File: src/rtl/sync_fifo_pkg.sv
// Shared definitions for the single-clock FIFO: depth derivation,
// read-mode encoding and the threshold legality rule.
package sync_fifo_pkg;

  // Read-mode encoding for the FWFT parameter.
  localparam int FWFT_OFF = 0;  // registered read, DOUT_VALID pulses
  localparam int FWFT_ON  = 1;  // head word presented combinationally

  // Number of storage locations for a given address width.
  function automatic int fifo_depth(input int addr_width);
    return 1 << addr_width;
  endfunction

  // Almost-full must lie in 1..depth, and almost-empty must sit strictly
  // below it so that the two flags describe a non-degenerate window.
  function automatic bit thresholds_legal(input int depth, input int afull, input int aempty);
    return (afull >= 1) && (afull <= depth) && (aempty >= 0) && (aempty <= afull - 1);
  endfunction

endpackage

File: src/rtl/sync_fifo_mem.sv
// Storage array for sync_fifo: synchronous write, combinational read.
// The read port is asynchronous so the top level can either register it
// (standard mode) or present it directly (first-word-fall-through).
module sync_fifo_mem
  import sync_fifo_pkg::*;
#(
  parameter int DATA_WIDTH = 49,
  parameter int ADDR_WIDTH = 4
) (
  input  logic                  clk,
  input  logic                  wr_en,
  input  logic [ADDR_WIDTH-1:0] wr_addr,
  input  logic [DATA_WIDTH-1:0] wr_data,
  input  logic [ADDR_WIDTH-1:0] rd_addr,
  output logic [DATA_WIDTH-1:0] rd_data
);

  localparam int DEPTH = fifo_depth(ADDR_WIDTH);

  // Contents are deliberately not reset; the pointers define what is valid.
  logic [DATA_WIDTH-1:0] mem_reg [DEPTH];

  // Store the incoming word at the write address when the write is accepted.
  always_ff @(posedge clk) begin
    if (wr_en) begin
      mem_reg[wr_addr] <= wr_data;
    end
  end

  assign rd_data = mem_reg[rd_addr];

endmodule

File: src/rtl/sync_fifo.sv
// Single-clock FIFO with selectable first-word-fall-through, programmable
// almost-full/almost-empty thresholds, exact fill level and sticky
// overflow/underflow flags. All status outputs decode the count register.
module sync_fifo
  import sync_fifo_pkg::*;
#(
  parameter int DATA_WIDTH    = 49,
  parameter int ADDR_WIDTH    = 4,
  parameter int FWFT          = FWFT_OFF,
  parameter int AFULL_THRESH  = (1 << ADDR_WIDTH) - 2,
  parameter int AEMPTY_THRESH = 1
) (
  input  logic                  CLK,
  input  logic                  RST,
  input  logic [DATA_WIDTH-1:0] Data_in,
  input  logic                  W_EN,
  input  logic                  R_EN,
  input  logic                  ERR_CLR,
  output logic [DATA_WIDTH-1:0] Data_out,
  output logic                  DOUT_VALID,
  output logic                  FULL_flag,
  output logic                  EMPTY_flag,
  output logic                  ALMOST_FULL,
  output logic                  ALMOST_EMPTY,
  output logic [ADDR_WIDTH:0]   fill_level,
  output logic [ADDR_WIDTH:0]   empty_loc,
  output logic                  OVERFLOW,
  output logic                  UNDERFLOW
);

  localparam int DEPTH = fifo_depth(ADDR_WIDTH);

  localparam logic [ADDR_WIDTH:0] DEPTH_CNT  = (ADDR_WIDTH+1)'(DEPTH);
  localparam logic [ADDR_WIDTH:0] AFULL_CNT  = (ADDR_WIDTH+1)'(AFULL_THRESH);
  localparam logic [ADDR_WIDTH:0] AEMPTY_CNT = (ADDR_WIDTH+1)'(AEMPTY_THRESH);
  localparam logic [ADDR_WIDTH:0] CNT_ONE    = (ADDR_WIDTH+1)'(1);

  // Refuse to build with an inconsistent threshold window or unknown mode.
  generate
    if (!thresholds_legal(DEPTH, AFULL_THRESH, AEMPTY_THRESH)) begin : g_bad_thresh
      $error("sync_fifo: AFULL_THRESH must be 1..DEPTH and AEMPTY_THRESH 0..AFULL_THRESH-1");
    end
    if ((FWFT != FWFT_OFF) && (FWFT != FWFT_ON)) begin : g_bad_mode
      $error("sync_fifo: FWFT must be 0 or 1");
    end
  endgenerate

  // Pointers carry an extra wrap bit and roll over naturally.
  logic [ADDR_WIDTH:0]   wr_ptr_reg;
  logic [ADDR_WIDTH:0]   rd_ptr_reg;
  logic [ADDR_WIDTH:0]   count_reg;
  logic                  overflow_reg;
  logic                  underflow_reg;
  logic                  wr_acc;
  logic                  rd_acc;
  logic [DATA_WIDTH-1:0] mem_rd_data;

  // Status flags come straight from the count register.
  assign EMPTY_flag   = (count_reg == '0);
  assign FULL_flag    = (count_reg == DEPTH_CNT);
  assign ALMOST_FULL  = (count_reg >= AFULL_CNT);
  assign ALMOST_EMPTY = (count_reg <= AEMPTY_CNT);
  assign fill_level   = count_reg;
  assign empty_loc    = DEPTH_CNT - count_reg;
  assign OVERFLOW     = overflow_reg;
  assign UNDERFLOW    = underflow_reg;

  // Acceptance uses the registered flags: a full FIFO never takes a write,
  // even when a read drains a slot on the same edge.
  assign wr_acc = W_EN & ~FULL_flag;
  assign rd_acc = R_EN & ~EMPTY_flag;

  // Advance pointers and track the number of stored words.
  always_ff @(posedge CLK or posedge RST) begin
    if (RST) begin
      wr_ptr_reg <= '0;
      rd_ptr_reg <= '0;
      count_reg  <= '0;
    end else begin
      if (wr_acc) begin
        wr_ptr_reg <= wr_ptr_reg + CNT_ONE;
      end
      if (rd_acc) begin
        rd_ptr_reg <= rd_ptr_reg + CNT_ONE;
      end
      if (wr_acc && !rd_acc) begin
        count_reg <= count_reg + CNT_ONE;
      end else if (rd_acc && !wr_acc) begin
        count_reg <= count_reg - CNT_ONE;
      end
    end
  end

  // Sticky error flags; a new error on the clearing cycle keeps the flag set.
  always_ff @(posedge CLK or posedge RST) begin
    if (RST) begin
      overflow_reg  <= 1'b0;
      underflow_reg <= 1'b0;
    end else begin
      if (W_EN && FULL_flag) begin
        overflow_reg <= 1'b1;
      end else if (ERR_CLR) begin
        overflow_reg <= 1'b0;
      end
      if (R_EN && EMPTY_flag) begin
        underflow_reg <= 1'b1;
      end else if (ERR_CLR) begin
        underflow_reg <= 1'b0;
      end
    end
  end

  sync_fifo_mem #(
    .DATA_WIDTH (DATA_WIDTH),
    .ADDR_WIDTH (ADDR_WIDTH)
  ) u_mem (
    .clk     (CLK),
    .wr_en   (wr_acc),
    .wr_addr (wr_ptr_reg[ADDR_WIDTH-1:0]),
    .wr_data (Data_in),
    .rd_addr (rd_ptr_reg[ADDR_WIDTH-1:0]),
    .rd_data (mem_rd_data)
  );

  generate
    if (FWFT == FWFT_ON) begin : g_fwft
      // Head word is visible whenever something is stored; zeros when empty.
      assign Data_out   = EMPTY_flag ? '0 : mem_rd_data;
      assign DOUT_VALID = ~EMPTY_flag;
    end else begin : g_std
      logic [DATA_WIDTH-1:0] data_out_reg;
      logic                  dout_valid_reg;

      // Capture the head word on an accepted read and pulse valid for one cycle.
      always_ff @(posedge CLK or posedge RST) begin
        if (RST) begin
          data_out_reg   <= '0;
          dout_valid_reg <= 1'b0;
        end else begin
          dout_valid_reg <= rd_acc;
          if (rd_acc) begin
            data_out_reg <= mem_rd_data;
          end
        end
      end

      assign Data_out   = data_out_reg;
      assign DOUT_VALID = dout_valid_reg;
    end
  endgenerate

endmodule

File: config.mk
export PLATFORM = sky130hd
export DESIGN_NAME = sync_fifo
export DESIGN_NICKNAME = d
export VERILOG_FILES = /design/src/rtl/sync_fifo_pkg.sv /design/src/rtl/sync_fifo_mem.sv /design/src/rtl/sync_fifo.sv
export SDC_FILE = /design/constraint.sdc
export NUM_CORES = 1
export LEC_CHECK = 0
export ABC_CLOCK_PERIOD_IN_PS = 13100
export BUFFER_PORTS_ARGS = -buffer_cell sky130_fd_sc_hd__clkbuf_2
export CAP_MARGIN = 30
export CORE_MARGIN = 2
export CORE_UTILIZATION = 55
export CTS_BUF_LIST = sky130_fd_sc_hd__clkbuf_16
export DETAILED_ROUTE_END_ITERATION = 8
export PLACE_DENSITY = 0.74
export SETUP_SLACK_MARGIN = 0.4
export SLEW_MARGIN = 20
export SYNTH_ARGS = -nofsm -noshare
export SYNTH_HDL_FRONTEND = slang
export SYNTH_HIERARCHICAL = 1
export SYNTH_SLANG_ARGS = --single-unit
File: constraint.sdc
create_clock -name CLK -period 13.1 [get_ports CLK]
set_input_delay 2.62 -clock CLK [delete_from_list [all_inputs] [get_ports CLK]]
set_output_delay 2.62 -clock CLK [all_outputs]
set_load 0.02 [all_outputs]
# Word-level counts from Yosys, hierarchy flattened
# Memory sizes are Yosys's and may differ from the RTL's. A register that Yosys moved wholly into a read port is not among the register bits.
# Cells that the tools add are included.
[totals]
register_bits = 18
ram_bits = 784
out_inout_bits = 66
n_memories = 1
[mem_list]
columns = ["name", "depth", "width", "read_ports", "rd_clocked_by_memory_dff", "write_ports", "line_no", "text"]
rows = [
  ["u_mem.mem_reg", 16, 49, 1, 1, 1, "sync_fifo_mem.sv:21", "logic [DATA_WIDTH-1:0] mem_reg [DEPTH];"],
]
[classes]
addsub = 5
n_lt_le_gt_ge = 2
n_eq_ne = 1
mux = 7
bitwise_logic = 4
reduce_logical = 10
[op_table]
columns = ["cell", "n"]
rows = [
  ["5-bit by 1-bit adder with 5-bit output, second input constant", 3],
  ["5-bit 2-to-1 mux", 2],
  ["2-bit nonzero test", 3],
  ["5-bit == test, second input constant", 1],
  ["5-bit by 4-bit greater-or-equal comparator with 1-bit output, second input constant", 1],
  ["5-bit by 1-bit <= comparator with 1-bit output, second input constant", 1],
  ["5-bit logical NOT", 1],
  ["1-bit 2-to-1 mux", 5],
  ["5-bit by 1-bit subtractor with 5-bit output, second input constant", 1],
  ["5-bit subtractor, first input constant", 1],
  ["1-bit logical AND", 4],
  ["1-bit bitwise AND", 2],
  ["1-bit logical NOT", 2],
  ["1-bit NOT", 2],
]

# Longest topological paths before layout
[logic_depth]
ltp_word = 7
depth_mapped = 12
depth_no_buf = 10

# Hierarchy
# The synthesis kept the hierarchy.
[modules_own_cells]
columns = ["mod", "instances", "cells_per_inst", "area_each_um2", "seq_area_each_um2"]
rows = [
  ["sync_fifo_mem", 1, 1219, 29355.7, 23542.6],
  ["sync_fifo", 1, 183, 2678.8, 1626.6],
]

# Worst setup path after synthesis
# OpenSTA, ideal clock, no wires.
[synth_timing]
kind = "input port to flip-flop"
start = "in W_EN"
end = "mem u_mem.mem_reg[0][0], enable pin"
setup_time_ps = 516
arrival_time_ps = 6863
required_ps = 12584
slack_ps = 5721
path_stages = 4
path_buffers = 1
path_cell_list = "nor2b_1 > clkbuf_1 > or3b_2 > nor3_1"
[synth_via]
elab_chain_cells = 3
[synth_lines]
columns = ["item", "line_no", "text"]
rows = [
  ["start: declaration", "sync_fifo.sv:16", "input logic W_EN,"],
  ["1-bit bitwise AND", "sync_fifo.sv:70", "assign wr_acc = W_EN & ~FULL_flag;"],
  ["via wr_acc", "sync_fifo.sv:54", "logic wr_acc;"],
  ["1-bit 2-to-1 mux", "sync_fifo_mem.sv:25", "if (wr_en) begin"],
  ["1-bit 2-to-1 mux (not written as such)", "sync_fifo_mem.sv:26", "mem_reg[wr_addr] <= wr_data;"],
  ["end: declaration", "sync_fifo_mem.sv:21", ""],
]
# The timed path passes the listed nets, and every way through them passes these cells.

# Worst setup path in the final report
[layout_timing]
start = "reg count_reg[0], in the netlist fill_level[0]"
end = "out EMPTY_flag"
[layout_via]
elab_chain_cells = 1
[layout_lines]
columns = ["item", "line_no", "text"]
rows = [
  ["start: declaration", "sync_fifo.sv:51", "logic [ADDR_WIDTH:0] count_reg;"],
  ["start signal: assignment", "sync_fifo.sv:87", "count_reg <= count_reg + CNT_ONE;"],
  ["start signal: assignment", "sync_fifo.sv:89", "count_reg <= count_reg - CNT_ONE;"],
  ["5-bit logical NOT", "sync_fifo.sv:59", "assign EMPTY_flag = (count_reg == '0);"],
  ["end: declaration", "sync_fifo.sv:22", "output logic EMPTY_flag,"],
]
# No other way between the ends.

==> results.md <==
- Outcome: complete, no violations
- First-pass GRT wire length: 99200 µm
- Vias in the first global route: 15500
- Port bufs: 119
- CTS root buf: clkbuf_16
- RSZ-0062 raised after global routing: false
- Grt ovf: 0
- Synthesized cell area: 32000 µm²
- Post-route minimum period: 4.91 ns
- Yosys reg bits: 849
- P&R area growth vs syn: 13.2%
- Final Non-Filler Cells: 2398
- Htree depth: 3
- Num CTS Buffers: 83
- Filler Cell Count: 3846
- Initial antenna violation count: 2
- Final critical-path share of the clock period: 37.5%
- Max_slew headroom: 31.3%
- Max reg flops: 784
- Hold Crit Class: flop to flop
- Initial DRC count: 1337
- Max cap viols: 0
- Setup tns final: 0 ns
- Leakage Power: 12.0 nW
- Hold Fails Final Rpt: 0
- Dpl hpwl: 34100 µm
- Post-CTS sizing: 0
- Syn Inst Count: 1402
- Final hold slack: 0.504 ns
- Syn Nets: 1466
- Postcts setup bufs: 0
- Max IR drop VDD: 158 µV
- Sequential area share after synthesis: 78.6%
- Unique cell type count in the Yosys netlist: 33
- CTS tree: yes
- Setup crit end kind: primary output
- Setup violations, final: 0
- DRC viols: 0
- Startpoint Class: flop
- Final wirelength: 66000 µm
- Crit path largest cell delay: 0.48 ns
- Die Y: 245 µm
- CP cell instances: inv_1 -> ha_1 -> nor3b_1 -> ha_1 -> clkbuf_2
- Skew-Pair Late Insertion Delay: 0.63 ns
- Initial Util: 55.5%
- CP dominant cell by count: ha_1
- Final RePlAce weighted congestion: 0.783
- Detail Route Antenna Nets: 0
- Fmax: 204 MHz
- Synth Warn #: 6
- Via count: 14900
- Drt first pass iters: 5
- Clock transition at the registers of the reported paths: 0.06 ns
- Post-synth top area cell: edfxtp_1
- Total Nets Final: 1626
- Synthesized area per cell: 22.8 µm²
- Row Count: 88
- Longest Clk Path Bufs: 3
- Drt wl/cell: 27.5 µm
- Layout cells sized above 1: 32.9%
- Worst Path Class, Setup: flop to primary output
- Arr. time, crit path: 2.29 ns
- P per Cell Area: 221 nW/µm²
- Slowest stage cell on the critical path: dfrtp_1
- Critical-path maximum fanout: 9
- Cell total after placement: 2241
- Area contributors post-synth: edfxtp_1 (73%), mux4_2 (14%), dfrtp_1 (5.1%)
- Num Clock Sinks: 849
- Worst endpoint required time: 10.48 ns
- Post-synth top area share: 73.5%
- Core Region: 57700 µm²
- Die footprint: 60200 µm²
- Total GRT Usage: 22.6%
- Hold_buf cts: 0
- Final Util: 62.9%
- Fin. max-slew vios: 0
- Vias per cell: 6.20
- Io pins: 120
- FF-to-FF setup slack: 9.03 ns
- Least-Margin Pin Slew: 1.03 ns
- Die X-Extent: 245 µm
- Final Skew: 0.0164 ns
- Largest net degree at the start of global routing: 157
-- cell type report --
class / count / area, µm² / area share (%)
Sequential cell: 849 / 25200 / 69.4
Multi-Input combinational cell: 470 / 6570 / 18.1
Clock buffer: 86 / 2150 / 5.93
Tap cell: 765 / 957 / 2.64
Timing Repair Buffer: 150 / 881 / 2.43
Clock inverter: 69 / 492 / 1.36
Inverter: 8 / 31.3 / 0.0863
Antenna cell: 1 / 2.50 / 0.00690
-- logic make-up after synthesis --
family,synth area share [%]
adder cells (fa/ha/maj),0.391
AND/OR/NAND/NOR,1.30
multiplexers,15.6
AO/OA/AOI/OAI,2.43
flip-flops,78.6
buffers and inverters,1.36
XOR/XNOR,0.355
-- synth_stat cells --
master      n
nor4_1      1
o21ai_0     3
nand3b_1    2
or3b_2      1
o211ai_1    1
xnor2_1     8
nor2_1     14
nand4_1     4
mux4_2    196
buf_6       8
mux2_2     51
nand2b_1    2
clkbuf_1   36
a21oi_1     2
buf_1       1
or4b_1      1
xor2_1      5
and2_1      1
buf_4      10
a21oi_2     1
nor3b_1     1
a22oi_1    98
inv_1       8
buf_2      20
nand2_1    56
dfrtp_1    65
mux2i_1     1
ha_1       10
nor2b_1     4
or4_1       1
nand3_1     1
edfxtp_1  784
nor3_1      5
-- metrics by stage --
step	cell area [µm²]	setup slack (ns)	power (mW)
after CTS	36200	8.18	8.10
after detailed placement	33600	7.56	5.79
after global placement	33600	7.64	5.73
final	36300	8.19	8.03
after global routing	36300	8.07	8.37
after floorplan	32000	5.72	5.13
-- layout by cell type, fill, tap and decap left out, types with 3 or more instances in the layout --
cell / n
nand4_1: 4
mux2_2: 51
clkbuf_16: 86
clkinv_1: 18
xor2_1: 5
o21ai_0: 3
xnor2_1: 8
ha_1: 10
nor3_2: 4
clkinvlp_4: 3
bufinv_16: 6
clkbuf_2: 119
nand2_1: 56
dfrtp_1: 63
buf_4: 28
clkinv_2: 13
mux4_2: 196
inv_1: 30
inv_6: 4
a22oi_1: 98
nor2b_4: 3
nor2_4: 13
edfxtp_1: 784
-- power by group --
| group | leakage (nW) | internal (mW) | switching, mW | total, mW |
|---|---|---|---|---|
| Combinational | 2.77 | 0.974 | 1.23 | 2.20 |
| Sequential | 7.86 | 3.34 | 0.191 | 3.53 |
| Clock | 1.38 | 1.31 | 0.988 | 2.30 |
-- critical path: cells and delay by family (launching register included) --
kind,cells,cell delay [ns]
fa+ha+maj,2,0.51
buf+inv,2,0.36
flops,1,0.48
simple gates,1,0.33
-- per-layer routing --
layer / up-vias / global-route usage, % / wire length, µm
met2: 674 / 37.5 / 33600
met4: 2 / 6.81 / 1530
met3: 100 / 4.14 / 4920
met5: - / 0 / 12
met1: 7861 / 31.1 / 26000
li1: 6224 / - / -
-- path summary, 6_finish.rpt --
kind | start | end | cells past startpoint
worst max register to register | fill_level[0]$_DFFE_PP0P_ | u_mem/mem_reg[3][16]$_DFFE_PP_ | 8
worst max-delay path | fill_level[0]$_DFFE_PP0P_ | EMPTY_flag | 5
max in group asynchronous | RST | Data_out[22]$_DFFE_PP0P_ | 3
worst min-delay path | Data_out[25]$_DFFE_PP0P_ | Data_out[25]$_DFFE_PP0P_ | 1
worst min register to register | Data_out[25]$_DFFE_PP0P_ | Data_out[25]$_DFFE_PP0P_ | 1
min in group asynchronous | RST | Data_out[42]$_DFFE_PP0P_ | 2
No activity file was read; power rests on OpenSTA's default activity.
